## src/rtl/mdio_pkg.sv

```systemverilog
// Shared encodings for the clause-22 MDIO sequencer: state names, frame opcodes
// and field widths, plus the 64-bit frame builder used at grant.
package mdio_pkg;

   typedef enum logic [2:0] {
      IDLE, PRE, HDR, TA, DATA, DONE, GAP
   } mdio_state_t;

   localparam logic [1:0] OP_WR = 2'b01;
   localparam logic [1:0] OP_RD = 2'b10;
   localparam logic [1:0] ST    = 2'b01;

   localparam int PHY_W   = 5;
   localparam int REG_W   = 5;
   localparam int DATA_W  = 16;
   localparam int PRE_LEN = 32;

   // Bit indices (MSB first, 63 down to 0) where each field begins.
   localparam logic [5:0] HDR_TOP  = 6'd31;
   localparam logic [5:0] TA_TOP   = 6'd17;
   localparam logic [5:0] DATA_TOP = 6'd15;

   // Read frames carry ones in TA/DATA so mdio_o idles high while released.
   function automatic logic [63:0] build_frame(input logic wr,
                                               input logic [PHY_W-1:0] phy,
                                               input logic [REG_W-1:0] reg_addr,
                                               input logic [DATA_W-1:0] wdata);
      build_frame = {{PRE_LEN{1'b1}}, ST, (wr ? OP_WR : OP_RD), phy, reg_addr,
                     (wr ? 2'b10 : 2'b11), (wr ? wdata : 16'hFFFF)};
   endfunction

   function automatic mdio_state_t field_state(input logic [5:0] idx);
      if (idx > HDR_TOP)       field_state = PRE;
      else if (idx > TA_TOP)   field_state = HDR;
      else if (idx > DATA_TOP) field_state = TA;
      else                     field_state = DATA;
   endfunction

endpackage

```

## src/rtl/mdio_clk_gen.sv

```systemverilog
// MDC divider: toggles mdc every CLK_DIV cycles while enabled, parked low otherwise.
// Ticks are asserted in the cycle whose closing edge changes mdc.
module mdio_clk_gen #(
   parameter int CLK_DIV = 25
) (
   input  logic clk_sys,
   input  logic rst,
   input  logic en,
   output logic mdc,
   output logic rise_tick,
   output logic fall_tick
);

   localparam int CW = $clog2(CLK_DIV);
   localparam logic [CW-1:0] LOAD = CW'(CLK_DIV - 1);

   logic [CW-1:0] cnt;
   logic          term;

   assign term      = (cnt == '0);
   assign rise_tick = en && term && !mdc;
   assign fall_tick = en && term && mdc;

   always_ff @(posedge clk_sys or posedge rst) begin
      if (rst) begin
         cnt <= LOAD;
         mdc <= 1'b0;
      end else if (!en) begin
         cnt <= LOAD;
         mdc <= 1'b0;
      end else if (term) begin
         cnt <= LOAD;
         mdc <= ~mdc;
      end else begin
         cnt <= cnt - 1'b1;
      end
   end

endmodule

```

## src/rtl/mdio_ctrl.sv

```systemverilog
// Clause-22 MDIO frame sequencer arbitrating CPU accesses against a periodic
// link-status poll of the PHY.
//
// state | meaning
// IDLE  | waiting; arbitrate cpu_req over poll pending
// PRE   | 32-bit preamble of ones
// HDR   | ST, OP, PHYAD, REGAD (14 bits)
// TA    | turnaround (driven 10 on write, released on read)
// DATA  | 16 data bits (driven on write, sampled on read)
// DONE  | one cycle after last fall; release bus, then report
// GAP   | 2*CLK_DIV idle cycles with mdc low
module mdio_ctrl
   import mdio_pkg::*;
#(
   parameter int         CLK_DIV       = 25,
   parameter int         POLL_INTERVAL = 1000000,
   parameter logic [4:0] POLL_REG      = 5'd1,
   parameter int         LINK_BIT      = 2
) (
   input  logic        clk_sys,
   input  logic        rst,
   input  logic        cpu_req,
   input  logic        cpu_wr,
   input  logic [4:0]  cpu_phy_addr,
   input  logic [4:0]  cpu_reg_addr,
   input  logic [15:0] cpu_wdata,
   output logic        cpu_ack,
   output logic [15:0] cpu_rdata,
   output logic        cpu_err,
   input  logic        poll_en,
   input  logic [4:0]  poll_phy_addr,
   output logic        link_status,
   output logic        link_valid,
   output logic        busy,
   output logic        mdc,
   output logic        mdio_o,
   output logic        mdio_oe,
   input  logic        mdio_i
);

   localparam int GW = $clog2(2 * CLK_DIV);
   localparam logic [GW-1:0] GAP_LOAD = GW'(2 * CLK_DIV - 1);
   localparam int PW = $clog2(POLL_INTERVAL);
   localparam logic [PW-1:0] POLL_LAST = PW'(POLL_INTERVAL - 1);

   mdio_state_t   state;
   logic [63:0]   frame;
   logic [5:0]    bit_idx;
   logic [5:0]    idx_nxt;
   logic          rd_q;
   logic          poll_q;
   logic          ta_err;
   logic [15:0]   rdata_sh;
   logic [GW-1:0] gap_cnt;
   logic [PW-1:0] poll_cnt;
   logic          poll_pend;
   logic          rise_tick;
   logic          fall_tick;
   logic          grant_cpu;
   logic          grant_poll;
   logic [63:0]   grant_frame;

   mdio_clk_gen #(.CLK_DIV(CLK_DIV)) u_clk_gen (
      .clk_sys   (clk_sys),
      .rst       (rst),
      .en        (busy),
      .mdc       (mdc),
      .rise_tick (rise_tick),
      .fall_tick (fall_tick)
   );

   assign grant_cpu   = (state == IDLE) && cpu_req;
   assign grant_poll  = (state == IDLE) && !cpu_req && poll_pend;
   assign idx_nxt     = bit_idx - 6'd1;
   assign grant_frame = grant_cpu ? build_frame(cpu_wr, cpu_phy_addr, cpu_reg_addr, cpu_wdata)
                                  : build_frame(1'b0, poll_phy_addr, POLL_REG, 16'h0000);

   // Pending is sticky: a wrap while already pending does not queue a second poll.
   always_ff @(posedge clk_sys or posedge rst) begin
      if (rst) begin
         poll_cnt  <= '0;
         poll_pend <= 1'b0;
      end else if (!poll_en) begin
         poll_cnt  <= '0;
         poll_pend <= 1'b0;
      end else if (poll_cnt == POLL_LAST) begin
         poll_cnt  <= '0;
         poll_pend <= 1'b1;
      end else begin
         poll_cnt <= poll_cnt + 1'b1;
         if (grant_poll) poll_pend <= 1'b0;
      end
   end

   always_ff @(posedge clk_sys or posedge rst) begin
      if (rst) begin
         state       <= IDLE;
         frame       <= '0;
         bit_idx     <= '0;
         rd_q        <= 1'b0;
         poll_q      <= 1'b0;
         ta_err      <= 1'b0;
         rdata_sh    <= '0;
         gap_cnt     <= '0;
         busy        <= 1'b0;
         mdio_o      <= 1'b1;
         mdio_oe     <= 1'b0;
         cpu_ack     <= 1'b0;
         cpu_err     <= 1'b0;
         cpu_rdata   <= '0;
         link_status <= 1'b0;
         link_valid  <= 1'b0;
      end else begin
         cpu_ack <= 1'b0;
         unique case (state)
            IDLE: begin
               if (grant_cpu || grant_poll) begin
                  state    <= PRE;
                  busy     <= 1'b1;
                  frame    <= grant_frame;
                  bit_idx  <= 6'd63;
                  rd_q     <= grant_poll || !cpu_wr;
                  poll_q   <= grant_poll;
                  ta_err   <= 1'b0;
                  rdata_sh <= '0;
                  mdio_o   <= grant_frame[63];
                  mdio_oe  <= 1'b1;
               end
            end
            PRE, HDR, TA, DATA: begin
               if (rise_tick && rd_q) begin
                  if (bit_idx == 6'd16) ta_err <= mdio_i;
                  if (state == DATA)    rdata_sh <= {rdata_sh[14:0], mdio_i};
               end
               if (fall_tick) begin
                  if (bit_idx == 6'd0) begin
                     state   <= DONE;
                     mdio_o  <= 1'b1;
                     mdio_oe <= 1'b0;
                  end else begin
                     bit_idx <= idx_nxt;
                     state   <= field_state(idx_nxt);
                     mdio_o  <= frame[idx_nxt];
                     mdio_oe <= !rd_q || (idx_nxt > TA_TOP);
                  end
               end
            end
            DONE: begin
               state   <= GAP;
               busy    <= 1'b0;
               gap_cnt <= GAP_LOAD;
               if (poll_q) begin
                  link_valid  <= 1'b1;
                  link_status <= ta_err ? 1'b0 : rdata_sh[LINK_BIT];
               end else begin
                  cpu_ack <= 1'b1;
                  cpu_err <= rd_q && ta_err;
                  if (rd_q) cpu_rdata <= ta_err ? 16'hFFFF : rdata_sh;
               end
            end
            GAP: begin
               if (gap_cnt == '0) state <= IDLE;
               else               gap_cnt <= gap_cnt - 1'b1;
            end
            default: state <= IDLE;
         endcase
      end
   end

endmodule

```

## config.mk

```make
export PLATFORM = sky130hd
export DESIGN_NAME = mdio_ctrl
export DESIGN_NICKNAME = d
export VERILOG_FILES = /design/src/rtl/mdio_pkg.sv /design/src/rtl/mdio_clk_gen.sv /design/src/rtl/mdio_ctrl.sv
export SDC_FILE = /design/constraint.sdc
export NUM_CORES = 1
export LEC_CHECK = 0
export BUFFER_PORTS_ARGS = -buffer_cell sky130_fd_sc_hd__buf_2
export CORE_ASPECT_RATIO = 0.75
export CORE_MARGIN = 2
export CORE_UTILIZATION = 53
export DETAILED_ROUTE_END_ITERATION = 10
export PLACE_DENSITY_LB_ADDON = 0.15
export RECOVER_POWER = 25
export REMOVE_ABC_BUFFERS = 1
export SETUP_SLACK_MARGIN = 0.15
export SLEW_MARGIN = 40
export SYNTH_ARGS = -nofsm -noshare
export SYNTH_HDL_FRONTEND = slang
export SYNTH_HIERARCHICAL = 1
export SYNTH_SLANG_ARGS = --single-unit
```

## constraint.sdc

```tcl
create_clock -name clk_sys -period 3.2 [get_ports clk_sys]
set_input_delay 0.48 -clock clk_sys [delete_from_list [all_inputs] [get_ports clk_sys]]
set_output_delay 0.48 -clock clk_sys [all_outputs]
set_load 0.03 [all_outputs]
```

==> metrics.csv <==
metric;value;unit
placed cell count;689;
largest net degree at the start of global routing;56;
RSZ-0062 raised after global routing;no;
most area-hungry cell type in the Yosys netlist;dfrtp_1;
initial antenna violation count;0;
Worst Setup Start Kind;flop;
EDFF count, synth;0;
commonest non-fill, non-tap cell in the layout;dfrtp_1;
clk slew on worst S/H paths;0.06;ns
DR WL/cell;16.0;um
Total Neg Setup Slack;0;ns
DP HPWL;7610;um
Pre-antenna DRT Iters;5;
Max clock buf depth;2;
Setup Buffers After CTS;0;
met1 GRT Util;0.319;
CTS tree;done;
floorplan row count;31;
Area Overhead vs Synth;19.4;%
filler cell count;802;
final layout net count;621;
Setup WS pre-CTS;0.552;ns
kind of critical path;flop to flop;
Seq/Total Area, Yosys;0.526;
Tcrit/Tclk final;0.800;
leakage;2.86;nW
fraction of registers with async set/reset;1.00;
failing checks;negative hold slack, max-capacitance violations, max-slew violations;
Critical Path AT;2.88;ns
Worst EP required;3.52;ns
hold buffers post-CTS;0;
DRT iter0 DRCs;222;
count of final setup violators;0;
Yosys top cell area share;0.512;
area of the multi-input gates;2360;um2
Primary FF master, synth;dfrtp_1;
yosys synthesis warning count;6;
power per cell area;905;nW/um2
CTS Buf Count;17;
FF+latch count, synth;113;
post-cts resize count;0;
Vias/cell;5.70;
vias in the first global route;4073;
antenna-violating nets left;0;
Initial Utilization;0.551;
Hold Path Class;input port to async pin;
Die X;120;um
core area;9770;um2
Synth area leaders;dfrtp_1 51%, nor2_1 4.5%, nand2_1 3.5%;
GRT Total Usage;0.231;
fin area;6420;um2
Max Cap Viol;1;
Die ar.;11000;um2
Worst Path Max Fanout;11;
Worst-Margin Slew;2.29;ns
routability congestion estimate;0.881;
first-pass GRT wire length;19700;um
WL final;11500;um
final setup margin;0.640;ns
Chip Height;91.3;um
fmax;0.391;GHz
ANT cells;0;
Hold Slack;-0.0181;ns
Final Max Slew Viols;54;
Synth Instances;520;
htree depth;4;
endpoint class of the critical path;flop;
Util after Layout;0.657;
normalized max-slew margin;-0.536;
Finished Layout Cells;720;
IO Port Bufs;60;
remaining global-route overflow;0;
Cell variety after synth;63;
GRT met2 Usage;0.345;
Top Usage Layer GRT;met2;
final hold vios;4;
Design Power;5.81;mW
clock skew;0.00859;ns
Mapped Area;5380;um2
commonest cells after routing, fill and taps aside;110 x dfrtp_1, 64 x nor2_1, 59 x buf_2, 49 x nand2_1, 28 x o21ai_0;
Clock Tree Root;clkbuf_16;
I/O Pins;61;
clock net sink count;113;
status;finished with violations;
fin crit period;2.56;ns
Sequential cell area;2830;um2
Clock Latency Late Sink;0.41;ns
Mapped Avg Cell Area;10.3;um2
met3 Track Usage GR;0.0578;
post-route DRC violation count;0;
via count;4107;
placed cell area;5770;um2
Worst VDD drop;0.487;mV
share of layout cells above drive strength 1;0.206;
synthesized netlist by cell type, drive strengths merged, types with 6 or more instances:
cell    number
nor3        12
a22o        21
nand2       51
nand3       23
clkbuf      13
mux2i       13
buf         16
xnor2       13
xor2        15
o21ai       30
a21oi       11
a31oi        7
dfrtp      110
inv         16
and3         6
ha           8
o22a        16
nor2        67
cell families (layout without fill, tap and decap cells):
| kind of cell | Yosys count | after routing | share of synthesized area |
|---|---|---|---|
| mux | 20 | 20 | 0.0479 |
| flops | 113 | 113 | 0.526 |
| xor+xnor | 28 | 28 | 0.0470 |
| compound gates | 110 | 110 | 0.146 |
| fa+ha+maj | 9 | 9 | 0.0205 |
| simple gates | 195 | 195 | 0.175 |
| buf+inv | 45 | 113 | 0.0372 |
routing by layer:
metal / wire length (um) / up-vias
li1: - / 1958
met1: 5470 / 2005
met2: 5190 / 121
met3: 597 / 23
met4: 229 / 0
met5: 0 / -
worst max-delay path: stages, from the launching register on:
cell and delay [ns]:
dfrtp_1 0.39, inv_1 0.07, ha_1 0.18, nor4b_4 0.29, and3_1 0.42, a21oi_1 0.13
a211oi_2 0.64, a21oi_1 0.14, a41oi_1 0.19
state kept, by name (all words and copies together) (netlist names):
name,flops
bit_idx,6
mdio_oe,1
ta_err,1
link_status,1
cpu_rdata,16
mdio_o,1
cpu_err,1
poll_cnt,20
poll_q,1
u_clk_gen/cnt,5
state,3
poll_pend,1
gap_cnt,6
rdata_sh,16
u_clk_gen/mdc,1
busy,1
rd_q,1
frame,29
link_valid,1
cpu_ack,1
power by group:
part / switching [mW] / total (mW) / internal [mW]
Clock: 0.648 / 2.11 / 1.46
Sequential: 0.352 / 2.17 / 1.82
Combinational: 0.845 / 1.54 / 0.693
Total: 1.84 / 5.81 / 3.97
worst paths after layout:
kind / startpoint / to / slack, ns / cells past startpoint
min in group clk_sys: cpu_wdata[4] / frame[4] / 0.28 / 2
max in group asynchronous: rst / poll_cnt[19] / 0.84 / 3
hold / removal: rst / u_clk_gen/mdc / -0.02 / 2
hold reg to reg: link_valid / link_valid / 0.45 / 1
setup reg to reg: u_clk_gen/cnt[0] / bit_idx[2] / 0.64 / 8
setup / recovery: u_clk_gen/cnt[0] / bit_idx[2] / 0.64 / 8
area by class of cell:
type | instances | share of cell area
clock buffer | 22 | 0.0754
clock inverter | 9 | 0.0277
inverter | 16 | 0.00954
multi-input combinational | 362 | 0.367
sequential | 113 | 0.441
tap | 132 | 0.0257
timing repair buffer | 66 | 0.0536
Note: power is estimated with default switching activity, not from simulation.
